File: src/rtl/led_seq_ctrl_pkg.sv
// led_seq_ctrl_pkg: mode encodings, default prescaler limits and mode-order helper
package led_seq_ctrl_pkg;
  typedef enum logic [1:0] {
    MODE_SHIFT_L = 2'd0,
    MODE_SHIFT_R = 2'd1,
    MODE_BOUNCE  = 2'd2,
    MODE_FLASH   = 2'd3
  } mode_e;
  localparam int DEF_R0_LIMIT = 3;
  localparam int DEF_R1_LIMIT = 7;
  localparam int DEF_R2_LIMIT = 15;
  localparam int DEF_R3_LIMIT = 31;
  function automatic mode_e mode_next(mode_e m);
    return mode_e'(m + 2'd1);
  endfunction
endpackage

File: src/rtl/led_seq_ctrl_if.sv
// led_seq_ctrl_if: switch/button inputs and LED/status outputs of the LED sequencer
interface led_seq_ctrl_if #(
  parameter int NB_LEDS = 4,
  parameter int NB_SW   = 4
);
  logic [NB_SW-1:0]   i_sw;
  logic               i_btn;
  logic [NB_LEDS-1:0] o_led;
  logic [NB_LEDS-1:0] o_led_b;
  logic [NB_LEDS-1:0] o_led_g;
  logic               o_tick;
  logic [1:0]         o_mode;
  modport master (output i_sw, i_btn, input o_led, o_led_b, o_led_g, o_tick, o_mode);
  modport slave  (input i_sw, i_btn, output o_led, o_led_b, o_led_g, o_tick, o_mode);
endinterface

File: src/rtl/led_seq_ctrl_prescaler.sv
// led_prescaler: enable-gated counter that requests a step when count reaches the selected limit
module led_prescaler #(
  parameter int NB_COUNTER = 16
) (
  input  logic                  clk,
  input  logic                  rst,
  input  logic                  en_i,
  input  logic [1:0]            speed_i,
  input  logic [NB_COUNTER-1:0] lim0_i,
  input  logic [NB_COUNTER-1:0] lim1_i,
  input  logic [NB_COUNTER-1:0] lim2_i,
  input  logic [NB_COUNTER-1:0] lim3_i,
  input  logic                  clear_i,
  output logic                  tick_req_o
);
  logic [NB_COUNTER-1:0] count_q, count_d, lim;
  always_comb begin
    lim = speed_i == 2'd0 ? lim0_i : speed_i == 2'd1 ? lim1_i : speed_i == 2'd2 ? lim2_i : lim3_i;
    // >= so a speed lowered below the current count still steps on the next edge
    tick_req_o = en_i & (count_q >= lim);
    count_d = (clear_i | tick_req_o) ? '0 : en_i ? count_q + 1'b1 : count_q;
  end
  always_ff @(posedge clk) begin
    if (rst) count_q <= '0;
    else     count_q <= count_d;
  end
endmodule

File: src/rtl/led_seq_ctrl.sv
// led_seq_ctrl: prescaled LED pattern sequencer with colour routing;
// define LED_SEQ_MODE_EN to enable the button-driven 4-mode FSM (otherwise fixed SHIFT_L).
module led_seq_ctrl
  import led_seq_ctrl_pkg::*;
#(
  parameter int NB_LEDS    = 4,
  parameter int NB_COUNTER = 16,
  parameter int NB_SW      = 4,
  parameter int R0_LIMIT   = DEF_R0_LIMIT,
  parameter int R1_LIMIT   = DEF_R1_LIMIT,
  parameter int R2_LIMIT   = DEF_R2_LIMIT,
  parameter int R3_LIMIT   = DEF_R3_LIMIT
) (
  input logic           clock,
  input logic           i_reset,
  led_seq_ctrl_if.slave bus
);
  localparam logic [NB_LEDS-1:0] ONE = NB_LEDS'(1);
  localparam logic [NB_LEDS-1:0] MSB = {1'b1, {(NB_LEDS-1){1'b0}}};
  localparam logic [NB_LEDS-1:0] ALL = '1;
  mode_e              mode_q, mode_d;
  logic [NB_LEDS-1:0] pat_q, pat_d, init, step, led_b_q, led_g_q;
  logic               dir_q, dir_d, go_right, tick_q, tick_req, adv;
`ifdef LED_SEQ_MODE_EN
  logic btn_d_q;
  assign adv = bus.i_btn & ~btn_d_q;
`else
  assign adv = 1'b0;
`endif
  led_prescaler #(.NB_COUNTER(NB_COUNTER)) u_presc (
    .clk        (clock),
    .rst        (i_reset),
    .en_i       (bus.i_sw[0]),
    .speed_i    (bus.i_sw[2:1]),
    .lim0_i     (NB_COUNTER'(R0_LIMIT)),
    .lim1_i     (NB_COUNTER'(R1_LIMIT)),
    .lim2_i     (NB_COUNTER'(R2_LIMIT)),
    .lim3_i     (NB_COUNTER'(R3_LIMIT)),
    .clear_i    (adv),
    .tick_req_o (tick_req)
  );
  always_comb begin
    mode_d = adv ? mode_next(mode_q) : mode_q;
    init = mode_d == MODE_SHIFT_R ? MSB : mode_d == MODE_FLASH ? ALL : ONE;
    // bounce turns around when the lit bit reaches the end it is heading toward
    go_right = dir_q ? ~pat_q[0] : pat_q[NB_LEDS-1];
    step = mode_q == MODE_SHIFT_L ? {pat_q[NB_LEDS-2:0], pat_q[NB_LEDS-1]} :
           mode_q == MODE_SHIFT_R ? {pat_q[0], pat_q[NB_LEDS-1:1]} :
           mode_q == MODE_BOUNCE  ? (go_right ? pat_q >> 1 : pat_q << 1) : ~pat_q;
    pat_d = adv ? init : tick_req ? step : pat_q;
    dir_d = adv ? 1'b0 : (tick_req && mode_q == MODE_BOUNCE) ? go_right : dir_q;
  end
  always_ff @(posedge clock) begin
    if (i_reset) begin
      mode_q  <= MODE_SHIFT_L;
      pat_q   <= ONE;
      dir_q   <= 1'b0;
      tick_q  <= 1'b0;
      led_b_q <= '0;
      led_g_q <= '0;
`ifdef LED_SEQ_MODE_EN
      btn_d_q <= 1'b1;
`endif
    end else begin
      mode_q  <= mode_d;
      pat_q   <= pat_d;
      dir_q   <= dir_d;
      tick_q  <= tick_req & ~adv;
      led_b_q <= bus.i_sw[3] ? '0 : pat_d;
      led_g_q <= bus.i_sw[3] ? pat_d : '0;
`ifdef LED_SEQ_MODE_EN
      btn_d_q <= bus.i_btn;
`endif
    end
  end
  assign bus.o_led   = pat_q;
  assign bus.o_led_b = led_b_q;
  assign bus.o_led_g = led_g_q;
  assign bus.o_tick  = tick_q;
  assign bus.o_mode  = mode_q;
endmodule

File: src/flat_wrapper.sv
// flat-port wrapper written by rule: the top's interface ports become plain ports
module led_seq_ctrl_flat import led_seq_ctrl_pkg::*;
#(
  parameter int NB_LEDS    = 4,
  parameter int NB_COUNTER = 16,
  parameter int NB_SW      = 4,
  parameter int R0_LIMIT   = DEF_R0_LIMIT,
  parameter int R1_LIMIT   = DEF_R1_LIMIT,
  parameter int R2_LIMIT   = DEF_R2_LIMIT,
  parameter int R3_LIMIT   = DEF_R3_LIMIT
)
  (clock, i_reset, bus_i_sw, bus_i_btn, bus_o_led, bus_o_led_b, bus_o_led_g, bus_o_tick, bus_o_mode);
  led_seq_ctrl_if #(.NB_LEDS(NB_LEDS), .NB_SW(NB_SW)) bus_i ();
  input logic clock;
  input logic i_reset;
  input wire logic [$bits(bus_i.i_sw)-1:0] bus_i_sw;
  input wire logic [$bits(bus_i.i_btn)-1:0] bus_i_btn;
  output wire logic [$bits(bus_i.o_led)-1:0] bus_o_led;
  output wire logic [$bits(bus_i.o_led_b)-1:0] bus_o_led_b;
  output wire logic [$bits(bus_i.o_led_g)-1:0] bus_o_led_g;
  output wire logic [$bits(bus_i.o_tick)-1:0] bus_o_tick;
  output wire logic [$bits(bus_i.o_mode)-1:0] bus_o_mode;
  assign bus_i.i_sw = bus_i_sw;
  assign bus_i.i_btn = bus_i_btn;
  assign bus_o_led = bus_i.o_led;
  assign bus_o_led_b = bus_i.o_led_b;
  assign bus_o_led_g = bus_i.o_led_g;
  assign bus_o_tick = bus_i.o_tick;
  assign bus_o_mode = bus_i.o_mode;
  led_seq_ctrl #(.NB_LEDS(NB_LEDS), .NB_COUNTER(NB_COUNTER), .NB_SW(NB_SW), .R0_LIMIT(R0_LIMIT), .R1_LIMIT(R1_LIMIT), .R2_LIMIT(R2_LIMIT), .R3_LIMIT(R3_LIMIT)) u_core (.clock(clock), .i_reset(i_reset), .bus(bus_i));
endmodule
File: config.mk
export PLATFORM = sky130hd
export DESIGN_NAME = led_seq_ctrl_flat
export DESIGN_NICKNAME = d
export VERILOG_FILES = /design/src/rtl/led_seq_ctrl_pkg.sv /design/src/rtl/led_seq_ctrl_if.sv /design/src/rtl/led_seq_ctrl_prescaler.sv /design/src/rtl/led_seq_ctrl.sv /design/src/flat_wrapper.sv
export SDC_FILE = /design/constraint.sdc
export NUM_CORES = 1
export LEC_CHECK = 0
export BUFFER_PORTS_ARGS = -buffer_cell sky130_fd_sc_hd__buf_2
export CELL_PAD_IN_SITES_DETAIL_PLACEMENT = 0
export CELL_PAD_IN_SITES_GLOBAL_PLACEMENT = 1
export CORE_ASPECT_RATIO = 0.9
export CORE_MARGIN = 8
export CORE_UTILIZATION = 39
export CTS_BUF_LIST = sky130_fd_sc_hd__clkbuf_8
export DETAILED_ROUTE_END_ITERATION = 10
export PLACE_DENSITY_LB_ADDON = 0.1
export SYNTH_ARGS = -nofsm -noshare
export SYNTH_HDL_FRONTEND = slang
export SYNTH_SLANG_ARGS = --single-unit
export TNS_END_PERCENT = 100
File: constraint.sdc
create_clock -name clock -period 1.82 [get_ports clock]
set_clock_uncertainty 0.15 [all_clocks]
set_input_delay 0.182 -clock clock [delete_from_list [all_inputs] [get_ports clock]]
set_output_delay 0.182 -clock clock [all_outputs]
set_load 0.005 [all_outputs]
=== Word-level counts from Yosys, hierarchy flattened ===
Index checks and enable logic that the tools add are counted.

* Register bits: 29
* Output and inout bits: 15
* Logic and storage cells: 19

* Add/subtract/negate cells: 1
* $lt $le $gt $ge: 1
* Eq/ne operators: 2
* Multiplexer cells: 4
* Bitwise operators: 2
* Reductions and logical operators: 4

{| class="wikitable"
|+ Operator list
! operator !! number
|-
| $add 16x1->16 const B || 1
|-
| $ge 16x5->1 || 1
|-
| $mux 5 || 3
|-
| $reduce_or 2->1 || 3
|-
| $mux 4 || 1
|-
| $eq 2x1->1 const B || 1
|-
| $eq 2x2->1 const B || 1
|-
| $logic_not 2->1 || 1
|-
| $and 1x1->1 || 1
|-
| $not 1->1 || 1
|}

=== Depth between registers and ports, before layout ===
Gate-level depths: netlist of the first run.

* Word-level depth: 7
* Depth in mapped cells: 8

=== Cells and area by module ===
Synthesis of the first run repeated with hierarchy kept, for this count alone.

* Cells, all modules: 191
* Area total of the unflattened synthesis: 1893.1 um^2

{| class="wikitable"
|+ Modules (own cells, without submodules)
! module !! times used !! cells an instance !! area each (um^2)
|-
| led_prescaler || 1 || 154 || 1481.4
|-
| led_seq_ctrl || 1 || 37 || 411.6
|}

=== Worst setup path before layout of the first run ===
No wires, ideal clock.

* Kind: register -> register
* Start point: register u_core.u_presc.count_q[2]
* End point: register u_core.pat_q[1], in the netlist u_core.bus.o_led[1]
* Arrival time: 1.639 ns
* Slack: -0.110 ns
* Stages on the path, launching flop included: 8
* Path through: dfxtp_1 ha_1 a211o_1 and2_1 clkbuf_1 clkbuf_1 a22oi_1 o311ai_0

* Longest elaborated chain between the ends: 3

{| class="wikitable"
|+ Ends and longest elaborated chain
! item !! line !! source
|-
| from (decl) || led_seq_ctrl_prescaler.sv:16 || <nowiki>logic [NB_COUNTER-1:0] count_q, count_d, lim;</nowiki>
|-
| from (signal assigned) || led_seq_ctrl_prescaler.sv:25 || <nowiki>else count_q <= count_d;</nowiki>
|-
| $ge 16x5->1 || led_seq_ctrl_prescaler.sv:20 || <nowiki>tick_req_o = en_i & (count_q >= lim);</nowiki>
|-
| $and 1x1->1 || led_seq_ctrl_prescaler.sv:20 ||
|-
| $mux 4 || led_seq_ctrl.sv:50 || <nowiki>pat_d = adv ? init : tick_req ? step : pat_q;</nowiki>
|-
| to (signal assigned) || led_seq_ctrl.sv:66 || <nowiki>pat_q <= pat_d;</nowiki>
|-
| to (decl) || led_seq_ctrl.sv:22 || <nowiki>logic [NB_LEDS-1:0] pat_q, pat_d, init, step, led_b_q, led_g_q;</nowiki>
|}

No other way between the ends.
A chain may end at the register's enable or synchronous reset.

=== Final worst setup path of the first run ===
* Start point: register u_core.u_presc.count_q[0]
* End point: register u_core.u_presc.count_q[14]

* Longest elaborated chain between the ends: 3
* Elaborated cells between the ends (all ways): 4

{| class="wikitable"
|+ Ends and longest elaborated chain
! item !! line
|-
| $ge 16x5->1 || led_seq_ctrl_prescaler.sv:20
|-
| $and 1x1->1 || led_seq_ctrl_prescaler.sv:20
|-
| $reduce_or 2->1 (no line) || --
|}

Parallel ways exist; a longest one is shown, timed or not.

==> run summary, run 1 <==
The first global-routing pass estimated 6170 um of wire. The area growth from synthesis to layout is 21.3%. The cell leakage power is 0.751 nW. The number of cells on the worst reg-to-reg path is 5. The instance count along the most critical hold path came out at 3. The max-cap violation count came out at 0. The highest achievable clock rate came out at 575 MHz. The switching fraction of total power is 24.0%. The cell family contributing the most delay on the critical path is simple AND/OR/NAND/NOR gates. The total stage count of the critical path came out at 5. From left edge to right edge, the die measures 82.6 um.

The number of hold buffers added after CTS was 0. In this run the clock root is driven by a sky130_fd_sc_hd__clkbuf_8. The flow ran to the end, and the final reports show no timing, DRC or antenna violations. Of the synthesized area, sequential elements account for 37.3%. A synthesized cell averages 7.83 um2.

The final critical delay including setup and external delays is 1740 ps. In the routed design, unresolved DRC markers number 0. The stage delay of the slowest cell on the critical path is 440 ps. TritonCTS built the clock tree.

The cell-internal power came out at 934 uW. The register clock-pin slew on the reported worst setup and hold paths came out at 60 ps. Summing all placed instances gives a cell area of 1800 um2. The total of buffers placed on input and output ports is 18.

The residual antenna-violating net count after detailed routing is 0. The number of buffers inserted during clock tree synthesis came out at 5. Of the total power, the clock network draws 40.1%. The number of violations reported at the end of detailed-routing iteration 0 came out at 126. The worst setup path is captured at a register. The worst-margin pin slew is 564 ps.

The category of the critical setup timing path is reg2reg. The number of hold violations in the final report came out at 0. The TritonCTS sink count came out at 29. The y dimension of the die came out at 76.0 um.

The initial core utilization is 41.2%. The longest clock path from root to sink contains 2 buffers. After synthesis the cells add up to 1560 um2. The repair_antennas step left the layout with diodes totalling 0. The data arrival time of the critical path is 1760 ps. The final max-slew violation count came out at 0.

The final-stage net count is 239. In this run the worst path has a maximum fanout of 5. The overall routed net length came out at 3750 um. The relative slew slack is 62.3%. The combinational fraction of design power came out at 7.3%. The average detailed-routed wire length per instance came out at 13.6 um. The finished cells cover 1890 um2. Power spread over the standard cell area amounts to 650 nW/um2.

The post-cts sizing count came out at 0. The number of core rows is 21. The gate count after technology mapping came out at 199. The largest net degree at the start of global routing is 18. The final RePlAce weighted congestion came out at 0.799. The via count of the first global-routing pass was 1353. In this run, synthesis produced a sequential element count of 29. The peak supply drop came out at 356 uV. Setup violations remaining at the end of the flow were counted as 0. The final route contains 1486 vias. The count of buffers added by post-CTS timing repair for setup came out at 0. The min-delay analysis places its worst path in the category in2reg. The global-route usage over all layers is 12.1%. In the finished design, the share of the clock period the worst path needs comes to 95.6%. The number of I/O pins came out at 22.

The number of antenna violations at the first check in global routing came to 0. For this run, the number of Yosys warnings is 0. Yosys mapped the design onto 33 distinct sky130hd cell types. The master of the slowest instance on the critical path is sky130_fd_sc_hd__nor4_1. After global routing the overflow that remains totals 0. For the worst setup path, the data required time is 1830 ps. The via density per instance came out at 5.40. STA classifies the critical path startpoint as a register. The area of the die is 6280 um2. The post-route netlist has 21.8% of its cells at a drive strength greater than 1. The signal on the critical path passes through ha_2 > nand4_1 > nor4_1 > xnor2_1 > nor2_1.

In this run the standard cell core region covers 3780 um2. The total number of H-tree levels came out at 2. The total power of the final layout is 1.23 mW. Sequential cells burn 52.5% of the power. The worst-skew pair later-pin latency is 270 ps. The HPWL after detailed placement is 2830 um.

The buffers plus inverters on the worst setup path is 0. The number of iterations in the first detailed-routing pass is 4. For this design the total switching power over the nets is 295 uW. Setup repair after global routing left no endpoint under its margin.
-- power by group through the flow --
stage,registers (mW),clock network (mW),logic (mW)
CTS,0.646,0.512,0.0885
floorplan,0.663,0,0.0533
global route,0.646,0.547,0.101
global placement,0.660,0,0.0867
detailed placement,0.660,0,0.0886
finish,0.646,0.493,0.0898
-- cells in the mapped netlist --
cell | number | area, um2
sky130_fd_sc_hd__nor2_1 | 29 | 109
sky130_fd_sc_hd__clkbuf_1 | 8 | 30.0
sky130_fd_sc_hd__buf_2 | 2 | 10.0
sky130_fd_sc_hd__nor2b_1 | 5 | 31.3
sky130_fd_sc_hd__ha_1 | 4 | 50.1
sky130_fd_sc_hd__o311ai_0 | 3 | 26.3
sky130_fd_sc_hd__nand2_1 | 27 | 101
sky130_fd_sc_hd__xor2_1 | 1 | 8.76
sky130_fd_sc_hd__a21oi_1 | 3 | 15.0
sky130_fd_sc_hd__nor4_4 | 2 | 42.5
sky130_fd_sc_hd__a31oi_1 | 2 | 12.5
sky130_fd_sc_hd__nand2b_1 | 1 | 6.26
sky130_fd_sc_hd__nor4_2 | 1 | 12.5
sky130_fd_sc_hd__nand4_1 | 15 | 93.8
sky130_fd_sc_hd__a22oi_1 | 11 | 82.6
sky130_fd_sc_hd__nor3_1 | 9 | 45.0
sky130_fd_sc_hd__o21ai_0 | 1 | 5.00
sky130_fd_sc_hd__nand3_2 | 1 | 10.0
sky130_fd_sc_hd__inv_1 | 7 | 26.3
sky130_fd_sc_hd__xnor2_1 | 11 | 96.3
sky130_fd_sc_hd__conb_1 | 1 | 3.75
sky130_fd_sc_hd__nor4_1 | 3 | 18.8
sky130_fd_sc_hd__clkbuf_2 | 1 | 5.00
sky130_fd_sc_hd__dfxtp_1 | 29 | 581
sky130_fd_sc_hd__o211ai_1 | 1 | 7.51
sky130_fd_sc_hd__and2_1 | 1 | 6.26
sky130_fd_sc_hd__o21a_1 | 1 | 7.51
sky130_fd_sc_hd__a211o_1 | 2 | 17.5
sky130_fd_sc_hd__nand3_1 | 12 | 60.1
sky130_fd_sc_hd__or4_1 | 1 | 7.51
sky130_fd_sc_hd__a211oi_1 | 1 | 7.51
sky130_fd_sc_hd__buf_4 | 2 | 15.0
sky130_fd_sc_hd__and3_1 | 1 | 6.26
-- worst paths after layout --
kind	startpoint	to	slack (ps)
min	bus_i_sw[0]	u_core.u_presc.count_q[1]	130
max	u_core.u_presc.count_q[0]	u_core.u_presc.count_q[14]	80
min reg2reg	u_core.bus.o_led[1]	u_core.bus.o_led[1]	400
max reg2reg	u_core.u_presc.count_q[0]	u_core.u_presc.count_q[14]	80
-- final cells by class --
type / count / area, um2
tap: 46 / 57.6
fill: 376 / 1890
sequential: 29 / 584
inverter: 7 / 26.3
clock inverter: 3 / 13.8
multi-input combinational: 151 / 916
clock buffer: 5 / 68.8
timing repair buffer: 34 / 223
-- metrics by stage --
stage | setup WS, ps | hold slack (ps) | std cells | setup TNS (ps) | util, %
global route | 19.9 | 135 | 275 | 0 | 49.9
floorplan | 14.5 | 229 | 200 | 0 | -
CTS | 46.8 | 115 | 275 | 0 | 49.8
finish | 79.9 | 126 | 275 | 0 | 49.9
global placement | -44.7 | 377 | 267 | -121 | 47.6
detailed placement | -70.5 | 399 | 267 | -263 | 47.6
-- cells by family (layout without fill, tap and decap cells) --
group,after synthesis,in the layout,synth area share (%)
and+or+nand+nor,108,108,35.3
DFF,29,29,37.3
AOI/OAI and AO/OA,25,25,11.6
buffers and inverters,20,49,5.54
xor gates and xnor gates,12,12,6.75
adders and majority gates,4,4,3.21
other,1,2,0.241
-- worst register-to-register path, stage by stage, from the launching register on --
cell and delay, ps:
sky130_fd_sc_hd__dfxtp_1 340, sky130_fd_sc_hd__ha_2 220, sky130_fd_sc_hd__nand4_1 270, sky130_fd_sc_hd__nor4_1 440, sky130_fd_sc_hd__xnor2_1 160, sky130_fd_sc_hd__nor2_1 50
-- routing by layer --
metal | share of wire, % | up-vias | global-route usage [%]
met1 | 52 | 689 | 17.8
li1 | - | 755 | -
met4 | 0.96 | 0 | 3.79
met3 | 6.1 | 5 | 4.25
met2 | 41 | 37 | 15.5
met5 | 0 | - | 0
-- flip-flops by register name (all words and copies together) (netlist names) --
name,count
u_core.u_presc.count_q,16
u_core.bus.o_led,4
u_core.bus.o_led_b,4
u_core.bus.o_led_g,4
u_core.bus.o_tick,1
-- cell usage in the layout, fill, tap and decap left out, drive strengths merged --
cell type and count:
buf 34, nor2 29, dfxtp 29, nand2 27, nand4 15, nand3 13
a22oi 11, xnor2 11, nor3 9, inv 8, nor4 6, nor2b 5
clkbuf 5, ha 4, o311ai 3, a21oi 3, a211o 2, a31oi 2
conb 2, clkinv 2, nand2b 1, and3 1, o21a 1, and2 1
o21ai 1, xor2 1, o211ai 1, or4 1, a211oi 1
Power figures use the tool's default switching activity.
==> run 2, diff against run 1 <==
- GPL_TIMING_DRIVEN: unset -> 0
- clock period: 1.82 -> 1.4 ns (I/O delays scaled with it)
==> run 2 against run 1 <==
The run now ends with negative setup slack left. Non-clock buffer count grew 7. Worst setup slack got worse by 460 ps. Utilization increased by 5.4 points. First-iteration DRC count increased by 18%. Worst hold slack improved by 18 ps. Register-to-register slack got worse by 460 ps. Clock power rose by 55%. Final cell count rose by 2.5%. Combinational power up 50%. Maximum frequency decreased by 2.4%. Via count up 4.8%. Critical path type unchanged. Critical endpoint is now u_core.u_presc.count_q[0]. Largest cell class unchanged. Largest power group unchanged. Highest routed layer unchanged.
==> run summary, run 2 (same netlist as run 1, synthesis figures left out) <==
The final max-slew violation count was 0. In this run the count of I/O pins placed on the die edge is 22. The switching fraction of total power is 23.5%. The worst setup path is of the reg2reg kind. The clock network fraction of total power is 43.9%. The residual antenna-violating net count after detailed routing came out at 0. The half-perimeter wire length after placement came out at 2900 um. Registers take 596 um2.

The number of violations reported at the end of detailed-routing iteration 0 is 149. The buffer levels on the longest clock path came out at 2. The number of buffers inserted during clock tree synthesis is 5.

For this design the ratio of total power to cell area is 831 nW/um2. Setup repair after global routing could not meet its margin everywhere. Summed over all layers, the routed wires come to 4270 um. The cell depth of the worst flop-to-flop path is 5.

The worst-skew pair later-pin latency came out at 280 ps. The largest net degree at the start of global routing is 11. The flow ran to the end, but the final reports show violations. The number of core rows came out at 21. In the final layout, the share of cells above drive strength 1 is 31.8%. For this run, the share of the core covered by cells in the final layout is 55.3%. The multi-input combinational cells in the finished layout cover a total of 1040 um2. At the worst endpoint, the required time is 1450 ps. The highest achievable clock rate is 561 MHz. The first global-routing pass estimated 7210 um of wire.

The via count of the first global-routing pass is 1540. Across the run, the number of max-cap violations was 0. The cell-internal power came out at 1.33 mW. Clock-pin slew was measured on the worst setup and hold paths at 70 ps. The number of antenna violations at the first check in global routing is 0. The total power of the final layout came out at 1.74 mW. The growth of design area from synthesis to finish came out at 34.3%. Of all nets on the critical path, the largest fanout is 6. The filler cells instantiated in the layout total 378. The diode insertion count for antenna repair came out at 0. In the layout the commonest cells are sky130_fd_sc_hd__nor2_1 (29), sky130_fd_sc_hd__nand2_1 (27), sky130_fd_sc_hd__dfxtp_1 (23), sky130_fd_sc_hd__buf_2 (16), sky130_fd_sc_hd__nand4_1 (15).

The routed via count came out at 1558. The number of iterations in the first detailed-routing pass came out at 4. The combinational fraction of design power is 7.7%. For this design, the sink count on the clock tree is 29. The quantity of hold-fixing buffers added after cts is 0. IR analysis of the VDD net gives a maximum drop of 988 uV.

The instance count along the most critical hold path is 4. The y dimension of the die is 76.0 um. Counting flops per register, the top entry is u_core.u_presc.count_q.

After the last flow step, the layout net total stands at 246. The final reports fail on negative setup slack. The worst-margin pin slew came out at 664 ps. Routability-driven placement finished with a final weighted congestion of 0.818. The final clock period utilization by the worst path came out at 127%. The cell leakage power came out at 0.807 nW. The initial core utilization is 41.2%. The relative slew slack came out at 55.6%. The type of element launching the critical path is a register.

In this run the tool buffered the top-level ports with 16 buffer cells. The number of hold violations in the final report came out at 0. The root buffer cell chosen for the clock tree is sky130_fd_sc_hd__clkbuf_8. After detailed routing, the number of vias per cell comes to 5.52. For this run, the total global-route usage over all layers was measured as 14.1%.

The accumulated negative setup slack is -7420 ps. The data arrival time of the critical path came out at 1830 ps. TritonCTS built the clock tree. The total number of H-tree levels is 2.

The library cell used most frequently in the layout, excluding fill and tap cells, is sky130_fd_sc_hd__nor2_1. STA classifies the critical path endpoint as a register. Summed over all layers, the global routing overflow is 0. The part of the power in registers is 48.4%. At the placement stage, the worst setup path has a slack of -628 ps. The floorplan step defined a core boundary enclosing 3780 um2.

From left edge to right edge, the die measures 82.6 um. The number of failing setup endpoints in the final timing report came out at 29. The number of flip-flops in the largest register came out at 16.

The floorplan step defined a die boundary enclosing 6280 um2. The number of remaining DRC errors is 0. Counting I/O delays and the setup requirement, the final critical path takes 1780 ps. After detailed routing, the average wire length per cell comes to 15.2 um. The path class of the tightest hold or removal check is in2reg. The worst setup margin is -382 ps. The net switching power figure is 409 uW.
## run 2: cell count changes in the layout (fill, tap and decap cells not counted), sizes merged
cell | before | now
inv | 8 | 7
clkbuf | 5 | 15
clkinv | 2 | 1
buf | 34 | 33
## run 2: metal layers
layer	vias to the layer above	GRT usage, %	wire length, um
met5	-	0	0
met4	0	3.97	60
met3	7	4.95	295
met2	48	20.3	1880
met1	731	19.1	2040
li1	772	-	-
## run 2: path summary, 6_finish.rpt
kind / from / endpoint / slack, ps
hold reg to reg: u_core.u_presc.count_q[1] / u_core.u_presc.count_q[1] / 370
setup / recovery: u_core.u_presc.count_q[2] / u_core.u_presc.count_q[0] / -380
setup reg to reg: u_core.u_presc.count_q[2] / u_core.u_presc.count_q[0] / -380
hold / removal: bus_i_sw[3] / u_core.bus.o_led_b[3] / 140
## run 2: cell type report
| class | count | area share, % |
|---|---|---|
| clock inverter | 1 | 0.239 |
| multi-input combinational | 151 | 49.6 |
| inverter | 7 | 1.26 |
| clock buffer | 7 | 4.61 |
| sequential | 29 | 28.5 |
| timing repair buffer | 29 | 8.67 |
| buffer | 12 | 4.43 |
| tap | 46 | 2.75 |
## run 2: through the flow
stage / hold slack (ps) / cells / cell area [um2]
after floorplan: 209 / 200 / 1670
after CTS: 125 / 278 / 2040
after detailed placement: 368 / 262 / 1800
after global placement: 358 / 262 / 1800
after global routing: 158 / 282 / 2090
final: 145 / 282 / 2090
## run 2: power groups by stage
stage	Combinational (mW)	Clock [mW]	Sequential (mW)
after CTS	0.124	0.779	0.843
after floorplan	0.0758	0	0.861
after detailed placement	0.108	0	0.862
after global routing	0.151	0.813	0.842
after global placement	0.107	0	0.862
final	0.135	0.763	0.842
## run 2: worst max-delay path, stage by stage, from the launching register on
cell and delay (ps):
sky130_fd_sc_hd__dfxtp_4 350, sky130_fd_sc_hd__ha_4 220, sky130_fd_sc_hd__a211o_1 260, sky130_fd_sc_hd__and2_4 170, sky130_fd_sc_hd__or4_1 400, sky130_fd_sc_hd__a21oi_1 140
## run 2: timing repair
| item | in CTS | in global routing |
|---|---|---|
| resized for setup | 22 | 8 |
| setup endpoints to repair | 29 | 29 |
| buffers inserted | 7 | 4 |
| pin swaps | 4 | 3 |
| cloned | 2 | 0 |
